File: src/rtl/shared_reg_arbiter.sv
// Round-robin arbiter and write sequencer for one shared WIDTH-bit register.
// Each write takes three cycles: grant, capture+ack, release.
module shared_reg_arbiter #(
  parameter int N_REQ = 4,
  parameter int WIDTH = 8,
  parameter int OWN_W = 2
) (
  input  logic                   clk_i,
  input  logic                   rst_i,
  input  logic [N_REQ-1:0]       req_i,
  input  logic [N_REQ*WIDTH-1:0] data_i,
  output logic [N_REQ-1:0]       gnt_o,
  output logic [N_REQ-1:0]       ack_o,
  output logic [WIDTH-1:0]       q_o,
  output logic [OWN_W-1:0]       owner_o,
  output logic                   busy_o
);

  typedef enum logic [1:0] {IDLE, GRANT, ACK} state_t;

  localparam logic [N_REQ-1:0] ONE  = N_REQ'(1);
  localparam logic [OWN_W-1:0] LAST = OWN_W'(N_REQ - 1);

  state_t           state_q, state_d;
  logic [OWN_W-1:0] ptr_q, ptr_d;
  logic [OWN_W-1:0] owner_q, owner_d;
  logic [N_REQ-1:0] gnt_q, gnt_d;
  logic [N_REQ-1:0] ack_q, ack_d;
  logic [WIDTH-1:0] reg_q, reg_d;
  logic             busy_q, busy_d;
  logic             sel_found;
  logic [OWN_W-1:0] sel_idx;
  int               idx;

  // Walk from the farthest candidate back to ptr so the nearest requester wins.
  always_comb begin
    sel_found = 1'b0;
    sel_idx   = '0;
    idx       = 0;
    for (int k = N_REQ - 1; k >= 0; k--) begin
      idx = int'(ptr_q) + k;
      if (idx >= N_REQ) idx = idx - N_REQ;
      if (req_i[idx]) begin
        sel_found = 1'b1;
        sel_idx   = OWN_W'(idx);
      end
    end
  end

  always_comb begin
    state_d = state_q;
    ptr_d   = ptr_q;
    owner_d = owner_q;
    gnt_d   = gnt_q;
    ack_d   = ack_q;
    reg_d   = reg_q;
    busy_d  = busy_q;
    case (state_q)
      IDLE: begin
        gnt_d = '0;
        ack_d = '0;
        if (sel_found) begin
          gnt_d   = ONE << sel_idx;
          owner_d = sel_idx;
          busy_d  = 1'b1;
          state_d = GRANT;
        end
      end
      GRANT: begin
        // Commit point: a request withdrawn after the grant still completes.
        reg_d   = data_i[int'(owner_q)*WIDTH +: WIDTH];
        ack_d   = ONE << owner_q;
        state_d = ACK;
      end
      ACK: begin
        gnt_d   = '0;
        ack_d   = '0;
        busy_d  = 1'b0;
        ptr_d   = (owner_q == LAST) ? '0 : owner_q + 1'b1;
        state_d = IDLE;
      end
      default: begin
        gnt_d   = '0;
        ack_d   = '0;
        busy_d  = 1'b0;
        state_d = IDLE;
      end
    endcase
  end

  always_ff @(posedge clk_i or posedge rst_i) begin
    if (rst_i) begin
      state_q <= IDLE;
      ptr_q   <= '0;
      owner_q <= '0;
      gnt_q   <= '0;
      ack_q   <= '0;
      reg_q   <= '0;
      busy_q  <= 1'b0;
    end else begin
      state_q <= state_d;
      ptr_q   <= ptr_d;
      owner_q <= owner_d;
      gnt_q   <= gnt_d;
      ack_q   <= ack_d;
      reg_q   <= reg_d;
      busy_q  <= busy_d;
    end
  end

  assign gnt_o   = gnt_q;
  assign ack_o   = ack_q;
  assign q_o     = reg_q;
  assign owner_o = owner_q;
  assign busy_o  = busy_q;

endmodule
File: config.mk
export PLATFORM = sky130hd
export DESIGN_NAME = shared_reg_arbiter
export DESIGN_NICKNAME = d
export VERILOG_FILES = /design/src/rtl/shared_reg_arbiter.sv
export SDC_FILE = /design/constraint.sdc
export NUM_CORES = 1
export LEC_CHECK = 0
export ABC_CLOCK_PERIOD_IN_PS = 1500
export BUFFER_PORTS_ARGS = -buffer_cell sky130_fd_sc_hd__buf_2
export CAP_MARGIN = 20
export CELL_PAD_IN_SITES_DETAIL_PLACEMENT = 1
export CELL_PAD_IN_SITES_GLOBAL_PLACEMENT = 2
export CORE_MARGIN = 10
export CORE_UTILIZATION = 25
export DETAILED_ROUTE_END_ITERATION = 16
export HOLD_SLACK_MARGIN = 0.03
export PLACE_DENSITY_LB_ADDON = 0.1
export SLEW_MARGIN = 20
export SYNTH_ARGS = -nofsm -noshare
export SYNTH_HDL_FRONTEND = slang
export SYNTH_SLANG_ARGS = --single-unit
File: constraint.sdc
create_clock -name clk_i -period 1.5 [get_ports clk_i]
set_clock_uncertainty 0.05 [all_clocks]
set_input_delay 0.45 -clock clk_i [delete_from_list [all_inputs] [get_ports clk_i]]
set_output_delay 0.45 -clock clk_i [all_outputs]
set_load 0.01 [all_outputs]
Word level (Yosys, flattened, before mapping)
Index checks and enable logic that the tools add are counted.
Widths: inputs -> output; s select.
{"block": "word_totals", "in_bits": 38, "out_inout_bits": 19, "ff_bits": 23}
{"block": "op_classes", "muxes": 32, "n_addsub": 8, "shift": 3, "magnitude_cmp": 8, "n_eq_ne": 4, "reduce_logical": 3, "bitwise_logic": 1}
{"op": "$lt 32x4->1 const B", "count": 4}
{"op": "$mux 32", "count": 4}
{"op": "$shiftx 32x6->8", "count": 1}
{"op": "$mux 1", "count": 13}
{"op": "$mux 2", "count": 6}
{"op": "$sub 3x3->4 const B", "count": 3}
{"op": "$ge 3x3->1 const B", "count": 3}
{"op": "$bmux 1 s2", "count": 4}
{"op": "$mux 4", "count": 2}
{"op": "$pmux 4 s2", "count": 1}
{"op": "$shl 1x2->4 const A", "count": 2}
{"op": "$add 2x2->3 const B", "count": 2}
{"op": "$eq 2x2->1 const B", "count": 2}
{"op": "$pmux 2 s2", "count": 1}
{"op": "$reduce_and 2->1", "count": 2}
{"op": "$sub 2x3->4 const B", "count": 1}
{"op": "$add 2x1->3 const B", "count": 1}
{"op": "$ge 2x3->1 const B", "count": 1}
{"op": "$add 2x1->2 const B", "count": 1}
{"op": "$eq 2x1->1 const B", "count": 1}
{"op": "$logic_not 2->1", "count": 1}
{"op": "$ne 2x2->1 const B", "count": 1}
{"op": "$pmux 1 s2", "count": 1}
{"op": "$not 1->1", "count": 1}

Depth between registers and ports, before layout
Gate-level depths: netlist (run 1).
{"block": "logic_depth", "depth_word": 13, "depth_mapped": 5}

Worst setup path after synthesis (run 1)
OpenSTA, ideal clock, no wires.
{"block": "synth_timing", "kind": "register to register", "start": "register owner_q[0], in the netlist owner_o[0]", "end": "register reg_q[0], in the netlist q_o[0]", "path_buffers": 1, "setup_slack_ns": -0.065, "t_required_ns": 1.325, "setup_ns": 0.125, "stages_incl_launch_ff": 4, "synth_period_minus_slack_ns": 1.565, "arrival_time_ns": 1.390, "path_cell_list": "dfrtp_1 > buf_4 > mux4_2 > mux2_2"}
{"block": "synth_between", "elab_chain_len": 1}
{"item": "start: declaration", "line_no": "26", "source": "logic [OWN_W-1:0] owner_q, owner_d;"}
{"item": "start signal: assignment", "line_no": "103", "source": "owner_q <= owner_d;"}
{"item": "$shiftx 32x6->8", "line_no": "71", "source": "reg_d = data_i[int'(owner_q)*WIDTH +: WIDTH];"}
{"item": "end signal: assignment", "line_no": "106", "source": "reg_q <= reg_d;"}
{"item": "end: declaration", "line_no": "29", "source": "logic [WIDTH-1:0] reg_q, reg_d;"}
No other way between the ends.
A chain may end at the register's enable or synchronous reset.

Final worst setup path (run 1)
{"block": "layout_timing", "start": "register owner_q[0], in the netlist owner_o[0]", "end": "output owner_o[0]"}
{"item": "end: declaration", "line_no": "15", "source": "output logic [OWN_W-1:0] owner_o,"}
No word-level cell between the ends.

==> results.json, run 1 <==
{
  "startpoint_type": "register",
  "hold_slack_ns": 0.167,
  "grtUsageMet1_pct": 10.1,
  "cts-root-buf": "clkbuf_8",
  "synth_ff_type": "dfrtp_1",
  "antenna_found_initial": 0,
  "path_cells": "buf_4 > buf_2",
  "cp_max_fo": 6,
  "relSlewSlack_pct": 61.6,
  "io_pins": 57,
  "core_um2": 4440,
  "synth_cell_types": 27,
  "syn-cell-area_um2": 1170,
  "max_slew.worst_pin.slew_ns": 0.572,
  "grt_busiest_layer": "met2",
  "ys_async_sr_fraction_pct": 100,
  "drive_above_1_share_pct": 63.4,
  "ant_nets": 0,
  "hold_path.class": "in -> async",
  "clock.fmax_mhz": 660,
  "r2r_cells": 3,
  "power_density_nw_per_um2": 2030,
  "worst_slack_ns": -0.0146,
  "die_h_um": 88.4,
  "hpwl_um": 2870,
  "hold_viol": 0,
  "grt_use_met3_pct": 4.14,
  "layout_commonest_cell": "buf_2",
  "num_antenna_cells": 0,
  "use_met2_pct": 16.9,
  "fin_cells": 205,
  "grt_pass1_wl_um": 5880,
  "syn_to_final_growth_pct": 45.1,
  "grt_usage_pct": 9.47,
  "globalplace.congestion": 0.769,
  "route.detailed.drc": 0,
  "crit_arrival_ns": 1.01,
  "cts.sinks": 23,
  "grt_pass1_vias": 1164,
  "power.leakage_uw": 0.000855,
  "die-area_um2": 7820,
  "vias_per_cell": 4.63,
  "peakVddDrop_v": 0.000538,
  "numCtsBuffers": 3,
  "r2r_end": "q_o[4]$_DFFE_PP0P_",
  "violations": "setup timing",
  "postSynthAreaPerCell_um2": 14.1,
  "synth_edf_count": 0,
  "firstDrtPassIters": 2,
  "synth.yosys.seq_area_share_pct": 49.1,
  "io_buffers": 56,
  "yosysWarnings": 0,
  "critPathKind": "reg -> out",
  "grt_overflow_total": 0,
  "yosysTopAreaCell": "dfrtp_1",
  "final_cell_mix": "55 x buf_2, 22 x dfrtp_1, 13 x buf_4",
  "grt_max_degree": 24,
  "dp_cells": 195,
  "final_max_slew_viol_count": 0,
  "drtIter0Drc": 38,
  "cpMaxStageDelayCell": "dfrtp_1",
  "synth_area_leaders": "dfrtp_1 49%, mux4_2 15%, mux2_2 8.7%, ha_1 4.3%, a32o_1 3.4%",
  "synth_nets": 125,
  "fin_nets": 196,
  "rows": 24,
  "start_util_pct": 26.4,
  "clk_path_buf_depth": 2,
  "reg2reg_from": "owner_o[0]$_DFFE_PP0P_",
  "ctsHoldBuffers": 0,
  "postLayoutCoreUtil_pct": 38.2,
  "fin_crit_ns": 1.51,
  "clkLatencyLatePin_ns": 0.26,
  "drv_cap": 0,
  "clk_pin_slew_worst_paths_ns": 0.09,
  "r2r_slack_ns": -0.01,
  "fin_crit_sh_pct": 101,
  "crit_required_ns": 1.00,
  "die_width_um": 88.4,
  "yosysTopAreaCellShare_pct": 49.1,
  "status": "finished with violations",
  "synth_seq_cells": 23,
  "routed-via-count": 950,
  "finalSetupViolations": 4,
  "totalWireLength_um": 3620,
  "cp-end-kind": "primary output",
  "cts_tree": "done",
  "synth_cells": 83,
  "crit_path_max_incr_delay_ns": 0.43,
  "wl_per_cell_um": 17.6,
  "cts_htree_levels": 1,
  "rsz0062_at_grt": "true"
}
## layer usage
layer | wire [um] | share of wire, %
met1 | 1430 | 39
met2 | 1850 | 51
met3 | 316 | 8.7
met4 | 20 | 0.55
met5 | 0 | 0
## cell type report
type / instances / area, um^2
Multi-Input combinational cell: 50 / 568
Inverter: 5 / 18.8
Clock inverter: 1 / 5.00
Timing Repair Buffer: 71 / 424
Tap cell: 52 / 65.1
Clock buffer: 3 / 41.3
Fill cell: 512 / 2750
Sequential cell: 23 / 577
## through the flow
| step | TNS [ns] | cell area (um^2) | total power [uW] | worst slack (ns) |
|---|---|---|---|---|
| after floorplan | -0.234 | 1180 | 2170 | -0.0292 |
| after global placement | -0.138 | 1580 | 2850 | -0.0594 |
| after detailed placement | -0.382 | 1580 | 2880 | -0.102 |
| after CTS | -0.0559 | 1640 | 3330 | -0.0205 |
| after global routing | -0.392 | 1700 | 3720 | -0.0636 |
| final | -0.0312 | 1700 | 3450 | -0.0146 |
## cell families after synthesis
group / after synthesis / synth area share, %
and+or+nand+nor: 14 / 7.59
DFF: 23 / 49.1
muxes: 20 / 26.6
buffers and inverters: 10 / 4.38
AOI/OAI and AO/OA: 12 / 8.01
adders and majority gates: 4 / 4.27
## worst max path at each step
stage / start / endpoint / slack (ns) / depth (start not counted)
after floorplan: owner_o[0]$_DFFE_PP0P_ / q_o[0]$_DFFE_PP0P_ / -0.03 / 3
after global placement: req_i[0] / gnt_o[0]$_DFFE_PP0N_ / -0.06 / 5
after detailed placement: req_i[2] / gnt_o[3]$_DFFE_PP0N_ / -0.10 / 4
after CTS: owner_o[0]$_DFFE_PP0P_ / owner_o[0] / -0.02 / 2
after global routing: owner_o[0]$_DFFE_PP0P_ / q_o[4]$_DFFE_PP0P_ / -0.06 / 3
final: owner_o[0]$_DFFE_PP0P_ / owner_o[0] / -0.01 / 2
## worst max-delay path, delay by kind of cell, from the launching register on
| kind | cells | cell delay [ns] |
|---|---|---|
| buf+inv | 2 | 0.32 |
| flops | 1 | 0.43 |
## synthesized netlist by cell type (2+ instances only)
cell type / number
nand2_1: 2
a21oi_1: 3
ha_1: 4
inv_1: 5
mux2_2: 9
a32o_1: 4
and2_1: 4
mux2i_1: 3
dfrtp_1: 23
buf_2: 2
mux4_2: 8
## registers in the layout (all words and copies together) (netlist names)
register	count
gnt_o	4
ptr_q	2
state_q	2
q_o	8
ack_o	4
owner_o	2
busy_o	1
## report_power, final
group | internal (uW) | switching, uW
clock network | 185 | 208
logic | 1120 | 846
registers | 911 | 177
total | 2220 | 1230
## what timing repair did
action                                 in CTS  in global routing
pin swaps                                   0                  2
buffers inserted                            1                  5
endpoints found under the hold margin       0                  0
setup endpoints to repair                   4                 14
gates resized for setup                     2                  6
Power figures use the tool's default switching activity.
==> inputs of run 2 (changes only) <==
--- a/config.mk
+++ b/config.mk
@@ -8,13 +8,12 @@
 export ABC_CLOCK_PERIOD_IN_PS = 1500
 export BUFFER_PORTS_ARGS = -buffer_cell sky130_fd_sc_hd__buf_2
 export CAP_MARGIN = 20
-export CELL_PAD_IN_SITES_DETAIL_PLACEMENT = 1
-export CELL_PAD_IN_SITES_GLOBAL_PLACEMENT = 2
 export CORE_MARGIN = 10
-export CORE_UTILIZATION = 25
+export CORE_UTILIZATION = 41
 export DETAILED_ROUTE_END_ITERATION = 16
 export HOLD_SLACK_MARGIN = 0.03
 export PLACE_DENSITY_LB_ADDON = 0.1
+export SETUP_SLACK_MARGIN = 0.2
 export SLEW_MARGIN = 20
 export SYNTH_ARGS = -nofsm -noshare
 export SYNTH_HDL_FRONTEND = slang
==> run 2 against run 1 <==
Compared with the run above: the flow now finishes without violations; clock power shrank 30%; sequential share of layout area shrank 1.1 points; maximum frequency grew 1.2%; die area shrank 31%; first-iteration DRC count shrank 42%; worst setup slack gained 0.018 ns; sequential cell count is the same; final cell count shrank 8.8%; critical path depth is the same; total power grew 2.1%; highest routed layer unchanged.
==> results.json, run 2 (same netlist as run 1, synthesis figures left out) <==
{
  "fin_nets": 199,
  "die_width_um": 73.4,
  "critPathKind": "reg -> out",
  "syn_to_final_growth_pct": 50.1,
  "startpoint_type": "register",
  "multi_input_area_um2": 613,
  "final_cell_mix": "49 x buf_2, 22 x dfrtp_1, 16 x buf_4",
  "finalSetupViolations": 0,
  "cts_htree_levels": 1,
  "crit_start": "owner_o[0]$_DFFE_PP0P_",
  "relSlewSlack_pct": 75.9,
  "num_antenna_cells": 0,
  "ff_latch_area_um2": 577,
  "hold_path.class": "in -> async",
  "grt_max_degree": 24,
  "power.leakage_uw": 0.000889,
  "rows": 19,
  "final_max_slew_viol_count": 0,
  "ctsHoldBuffers": 0,
  "reg2reg_from": "owner_o[0]$_DFFE_PP0P_",
  "route.detailed.drc": 0,
  "cts.sinks": 23,
  "cts_tree": "done",
  "clock.fmax_mhz": 668,
  "routed-via-count": 953,
  "hold_viol": 0,
  "cp-end-kind": "primary output",
  "drv_cap": 0,
  "cp_max_fo": 13,
  "fin_crit_sh_pct": 99.8,
  "postLayoutCoreUtil_pct": 64.3,
  "clkLatencyLatePin_ns": 0.30,
  "wl_per_cell_um": 15.7,
  "largest_reg_flops": 8,
  "hpwl_um": 2320,
  "clk_pin_slew_worst_paths_ns": 0.11,
  "max_slew.worst_pin.slew_ns": 0.361,
  "drive_above_1_share_pct": 66.7,
  "fillCellCount": 208,
  "rsz0062_at_grt": "true",
  "peakVddDrop_v": 0.00146,
  "firstDrtPassIters": 4,
  "crit_arrival_ns": 1.00,
  "grt_usage_pct": 11.6,
  "globalplace.congestion": 0.738,
  "core_um2": 2730,
  "hold_slack_ns": 0.103,
  "dp_cells": 173,
  "cpMaxStageDelayCell": "dfrtp_1",
  "ant_nets": 0,
  "io_pins": 57,
  "totalWireLength_um": 2930,
  "cts-root-buf": "clkbuf_4",
  "clk_path_buf_depth": 2,
  "path_cells": "buf_12 > buf_6",
  "fin_cells": 187,
  "fin_area_um2": 1760,
  "crit_path_max_incr_delay_ns": 0.41,
  "drtIter0Drc": 22,
  "numCtsBuffers": 3,
  "vias_per_cell": 5.10,
  "grt_pass1_wl_um": 4920,
  "power_density_nw_per_um2": 2000,
  "die-area_um2": 5390,
  "grt_overflow_total": 0,
  "io_buffers": 56,
  "grt_pass1_vias": 1108,
  "die_h_um": 73.4,
  "antenna_found_initial": 0,
  "fin_crit_ns": 1.50,
  "start_util_pct": 42.8,
  "status": "finished, final reports clean",
  "layout_commonest_cell": "buf_2",
  "placed_area_um2": 1550,
  "crit_required_ns": 1.00
}
run 2: per-layer routing:
| layer | GRT usage, % | wire length, um | part of all wire [%] | vias to the layer above |
|---|---|---|---|---|
| li1 | - | - | - | 456 |
| met1 | 12.6 | 1200 | 41 | 458 |
| met2 | 19.0 | 1410 | 48 | 35 |
| met3 | 6.33 | 297 | 10 | 4 |
| met4 | 3.11 | 27 | 0.92 | 0 |
| met5 | 0 | 0 | 0 | - |
run 2: repair_timing:
item,in CTS,in global routing
endpoints found under the setup margin,34,34
pin swaps,7,6
gates resized for setup,18,5
buffers inserted,4,6
run 2: final cells by class:
type	count	area share, %
clock buffers	4	1.49
inverters	5	1.07
multi-input cells	50	34.9
flip-flops and latches	23	32.8
well taps	31	2.21
repair buffers	74	27.5
run 2: where the power goes:
part / internal [uW] / switching [uW] / leakage [uW] / total, uW
combinational: 1300 / 838 / 0.000590 / 2140
sequential: 910 / 200 / 0.000284 / 1110
clock: 104 / 170 / 0.0000150 / 274
total: 2310 / 1210 / 0.000889 / 3520
run 2: critical path, delay by kind of cell (launching register included):
kind	cells	cell delay [ns]
buf+inv	2	0.28
flops	1	0.41
run 2: worst paths after layout:
path,endpoint,slack (ns),cells past startpoint
min in group clk_i,busy_o$_DFFE_PP0P_,0.45,1
worst max-delay path,owner_o[0],0.003,2
worst min register to register,busy_o$_DFFE_PP0P_,0.45,1
max in group asynchronous,ptr_q[1]$_DFFE_PP0N_,1.06,3
worst min-delay path,gnt_o[1]$_DFFE_PP0N_,0.10,3
worst max register to register,q_o[7]$_DFFE_PP0P_,0.03,3
run 2: stage by stage:
stage               TNS [ns]  total power (uW)  worst slack (ns)
global route          -0.197              3790           -0.0370
detailed placement   -0.0695              2790           -0.0539
CTS                  -0.0176              3410           -0.0176
finish                     0              3520           0.00325
floorplan             -0.234              2180           -0.0292
global placement     -0.0188              2750           -0.0188
==> inputs of run 3 (changes only) <==
--- a/config.mk
+++ b/config.mk
@@ -5,6 +5,7 @@
 export SDC_FILE = /design/constraint.sdc
 export NUM_CORES = 1
 export LEC_CHECK = 0
+export ABC_AREA = 1
 export ABC_CLOCK_PERIOD_IN_PS = 1500
 export BUFFER_PORTS_ARGS = -buffer_cell sky130_fd_sc_hd__buf_2
 export CAP_MARGIN = 20
==> constraint.sdc (replaced) <==
create_clock -name clk_i -period 1.5 [get_ports clk_i]
set_clock_uncertainty 0.05 [all_clocks]
set_input_delay 0.15 -clock clk_i [delete_from_list [all_inputs] [get_ports clk_i]]
set_output_delay 0.15 -clock clk_i [all_outputs]
set_load 0.01 [all_outputs]
==> run 3 against run 2 <==
Compared with the run above: the flow now finishes with violations (setup timing); area after synthesis up 18%; clock-buffer cell count fell by 1; sequential share of layout area fell by 3.8 points; combinational power up 30%; wire length grew 34%; register-to-register slack lost 0.06 ns; hold slack worse by 0.041 ns; first-iteration DRC count grew to 3.6 times the previous value; critical path type is now reg -> reg; critical endpoint is now gnt_o[2]$_DFFE_PP0N_; highest routed layer unchanged.
==> results.json, run 3 <==
{
  "status": "finished with violations",
  "violations": "setup timing",
  "fin_crit_sh_pct": 102,
  "grt_overflow_total": 0,
  "comb_power_share_pct": 67.1,
  "max_slew.worst_pin.slew_ns": 0.299,
  "post-synth-top-count-cell": "nor2_1",
  "ant_nets": 0,
  "cts_htree_levels": 1,
  "rsz0062_at_grt": "true",
  "vias_per_cell": 4.53,
  "fin_nets": 309,
  "fin_area_um2": 1990,
  "hold_path.class": "in -> reg",
  "synth_ff_type": "dfrtp_1",
  "io_pins": 57,
  "synth_edf_count": 0,
  "synth_cells": 193,
  "grt_pass1_vias": 1398,
  "intPower_uw": 2180,
  "synth_area_leaders": "dfrtp_1 42%, nor2_1 13%, nand2_1 10%, o21ai_0 5.8%, inv_1 4.6%",
  "synth_cell_types": 24,
  "clk_path_buf_depth": 2,
  "globalplace.congestion": 0.794,
  "power.switching_uw": 1960,
  "finalSetupViolations": 6,
  "cts.sinks": 23,
  "synth.yosys.seq_area_share_pct": 41.6,
  "place_ws_ns": -0.0141,
  "placed_area_um2": 1800,
  "core_um2": 3310,
  "cp_max_fo": 5,
  "final_cell_mix": "56 x buf_2, 48 x nor2_1, 28 x nand2_1",
  "yosysTopAreaCell": "dfrtp_1",
  "ys_async_sr_fraction_pct": 100,
  "numCtsBuffers": 3,
  "power_density_nw_per_um2": 2080,
  "holdPathStages": 3,
  "postSynthAreaPerCell_um2": 7.17,
  "die-area_um2": 6100,
  "clk_pin_slew_worst_paths_ns": 0.13,
  "grt_use_met3_pct": 5.01,
  "synth_nets": 235,
  "layout_commonest_cell": "buf_2",
  "critPathKind": "reg -> reg",
  "cp-end-kind": "register",
  "clkLatencyLatePin_ns": 0.32,
  "rows": 21,
  "clkPwrFrac_pct": 7.1,
  "relSlewSlack_pct": 80.1,
  "clock.fmax_mhz": 652,
  "syn_to_final_growth_pct": 43.9,
  "yosysWarnings": 0,
  "grt_usage_pct": 12.5,
  "cts-root-buf": "clkbuf_4",
  "dp_cells": 298,
  "num_antenna_cells": 0,
  "route.detailed.drc": 0,
  "startpoint_type": "register",
  "fin_cells": 312,
  "seq_power_share_pct": 25.8,
  "antenna_found_initial": 0,
  "io_buffers": 56,
  "totalWireLength_um": 3940,
  "start_util_pct": 41.8,
  "r2r_cells": 9,
  "synth_seq_cells": 23,
  "die_h_um": 78.1,
  "firstDrtPassIters": 4,
  "largest_reg_flops": 8,
  "wl_per_cell_um": 12.6,
  "synth_common_cells": "48 x nor2_1, 37 x nand2_1, 23 x dfrtp_1, 17 x inv_1, 16 x o21ai_0",
  "power.leakage_uw": 0.00108,
  "crit_arrival_ns": 1.70,
  "syn-cell-area_um2": 1380,
  "drv_cap": 0,
  "drtIter0Drc": 80,
  "yosysTopAreaCellShare_pct": 41.6,
  "routed-via-count": 1413,
  "cts_tree": "done",
  "die_width_um": 78.1,
  "swShare_pct": 47.4,
  "fin_crit_ns": 1.53,
  "peakVddDrop_v": 0.00102,
  "grt_busiest_layer": "met2",
  "final_max_slew_viol_count": 0,
  "worst_slack_ns": -0.0332,
  "drive_above_1_share_pct": 42.9,
  "postLayoutCoreUtil_pct": 60.1,
  "hpwl_um": 2940,
  "grt_max_degree": 24,
  "hold_slack_ns": 0.0617,
  "hold_viol": 0,
  "grt_pass1_wl_um": 6480,
  "use_met2_pct": 19.7,
  "crit_required_ns": 1.67,
  "grtUsageMet1_pct": 16.1
}
## run 3: worst paths after layout
kind | startpoint | to | slack [ns]
min in group asynchronous | rst_i | ack_o[0]$_DFF_PP0_ | 0.34
min reg2reg | gnt_o[1]$_DFFE_PP0N_ | gnt_o[1]$_DFFE_PP0N_ | 0.44
max | ptr_q[0]$_DFFE_PP0N_ | gnt_o[2]$_DFFE_PP0N_ | -0.03
min | data_i[15] | q_o[7]$_DFFE_PP0P_ | 0.06
max reg2reg | ptr_q[0]$_DFFE_PP0N_ | gnt_o[2]$_DFFE_PP0N_ | -0.03
max in group asynchronous | rst_i | ptr_q[0]$_DFFE_PP0N_ | 0.81
## run 3: layout make-up
| type | count | area, um^2 |
|---|---|---|
| tap | 46 | 57.6 |
| timing repair buffer | 76 | 470 |
| sequential | 23 | 577 |
| clock inverter | 1 | 5.00 |
| inverter | 20 | 78.8 |
| fill | 341 | 1320 |
| clock buffer | 3 | 22.5 |
| multi-input combinational | 143 | 779 |
## run 3: cells by family after synthesis
family | count (synthesis) | synth area share, %
DFF | 23 | 41.6
buffers and inverters | 27 | 8.14
AOI/OAI and AO/OA | 31 | 12.7
adders and majority gates | 4 | 3.62
and+or+nand+nor | 108 | 33.9
## run 3: stage by stage
| step | total power, uW | TNS, ns |
|---|---|---|
| 2_1_floorplan | 2760 | 0 |
| 3_3_place_gp | 3460 | 0 |
| 3_5_place_dp | 3470 | -0.0141 |
| 4_1_cts | 3900 | 0 |
| 5_1_grt | 4570 | -0.719 |
| 6_report | 4140 | -0.169 |
## run 3: timing repair
action,in CTS,in global routing
hold endpoints to repair,23,0
buffers inserted,4,4
gates cloned,0,1
hold buffers,1,0
setup endpoints to repair,15,18
pin swaps,5,15
gates resized for setup,7,14
## run 3: worst max-delay path: stages (launching register included)
cell and delay [ns]:
dfrtp_2 0.50, clkbuf_16 0.18, o21ai_4 0.15, nor2_2 0.07, nor2_1 0.14, inv_1 0.06, nand3_1 0.08, nand2_1 0.08
nand3_1 0.07, nand2_1 0.05
## run 3: power groups by stage
| stage | combinational (uW) | sequential [uW] | clock (uW) |
|---|---|---|---|
| 2_1_floorplan | 1630 | 1140 | 0 |
| 3_3_place_gp | 2410 | 1050 | 0 |
| 3_5_place_dp | 2410 | 1060 | 0 |
| 4_1_cts | 2540 | 1050 | 306 |
| 5_1_grt | 3130 | 1100 | 336 |
| 6_report | 2780 | 1070 | 296 |
## run 3: routing by layer
metal,routed length (um),up-vias,part of all wire (%)
met2,1830,39,46
met5,0,-,0
li1,-,756,-
met1,1780,616,45
met3,316,2,8.0
met4,13,0,0.33
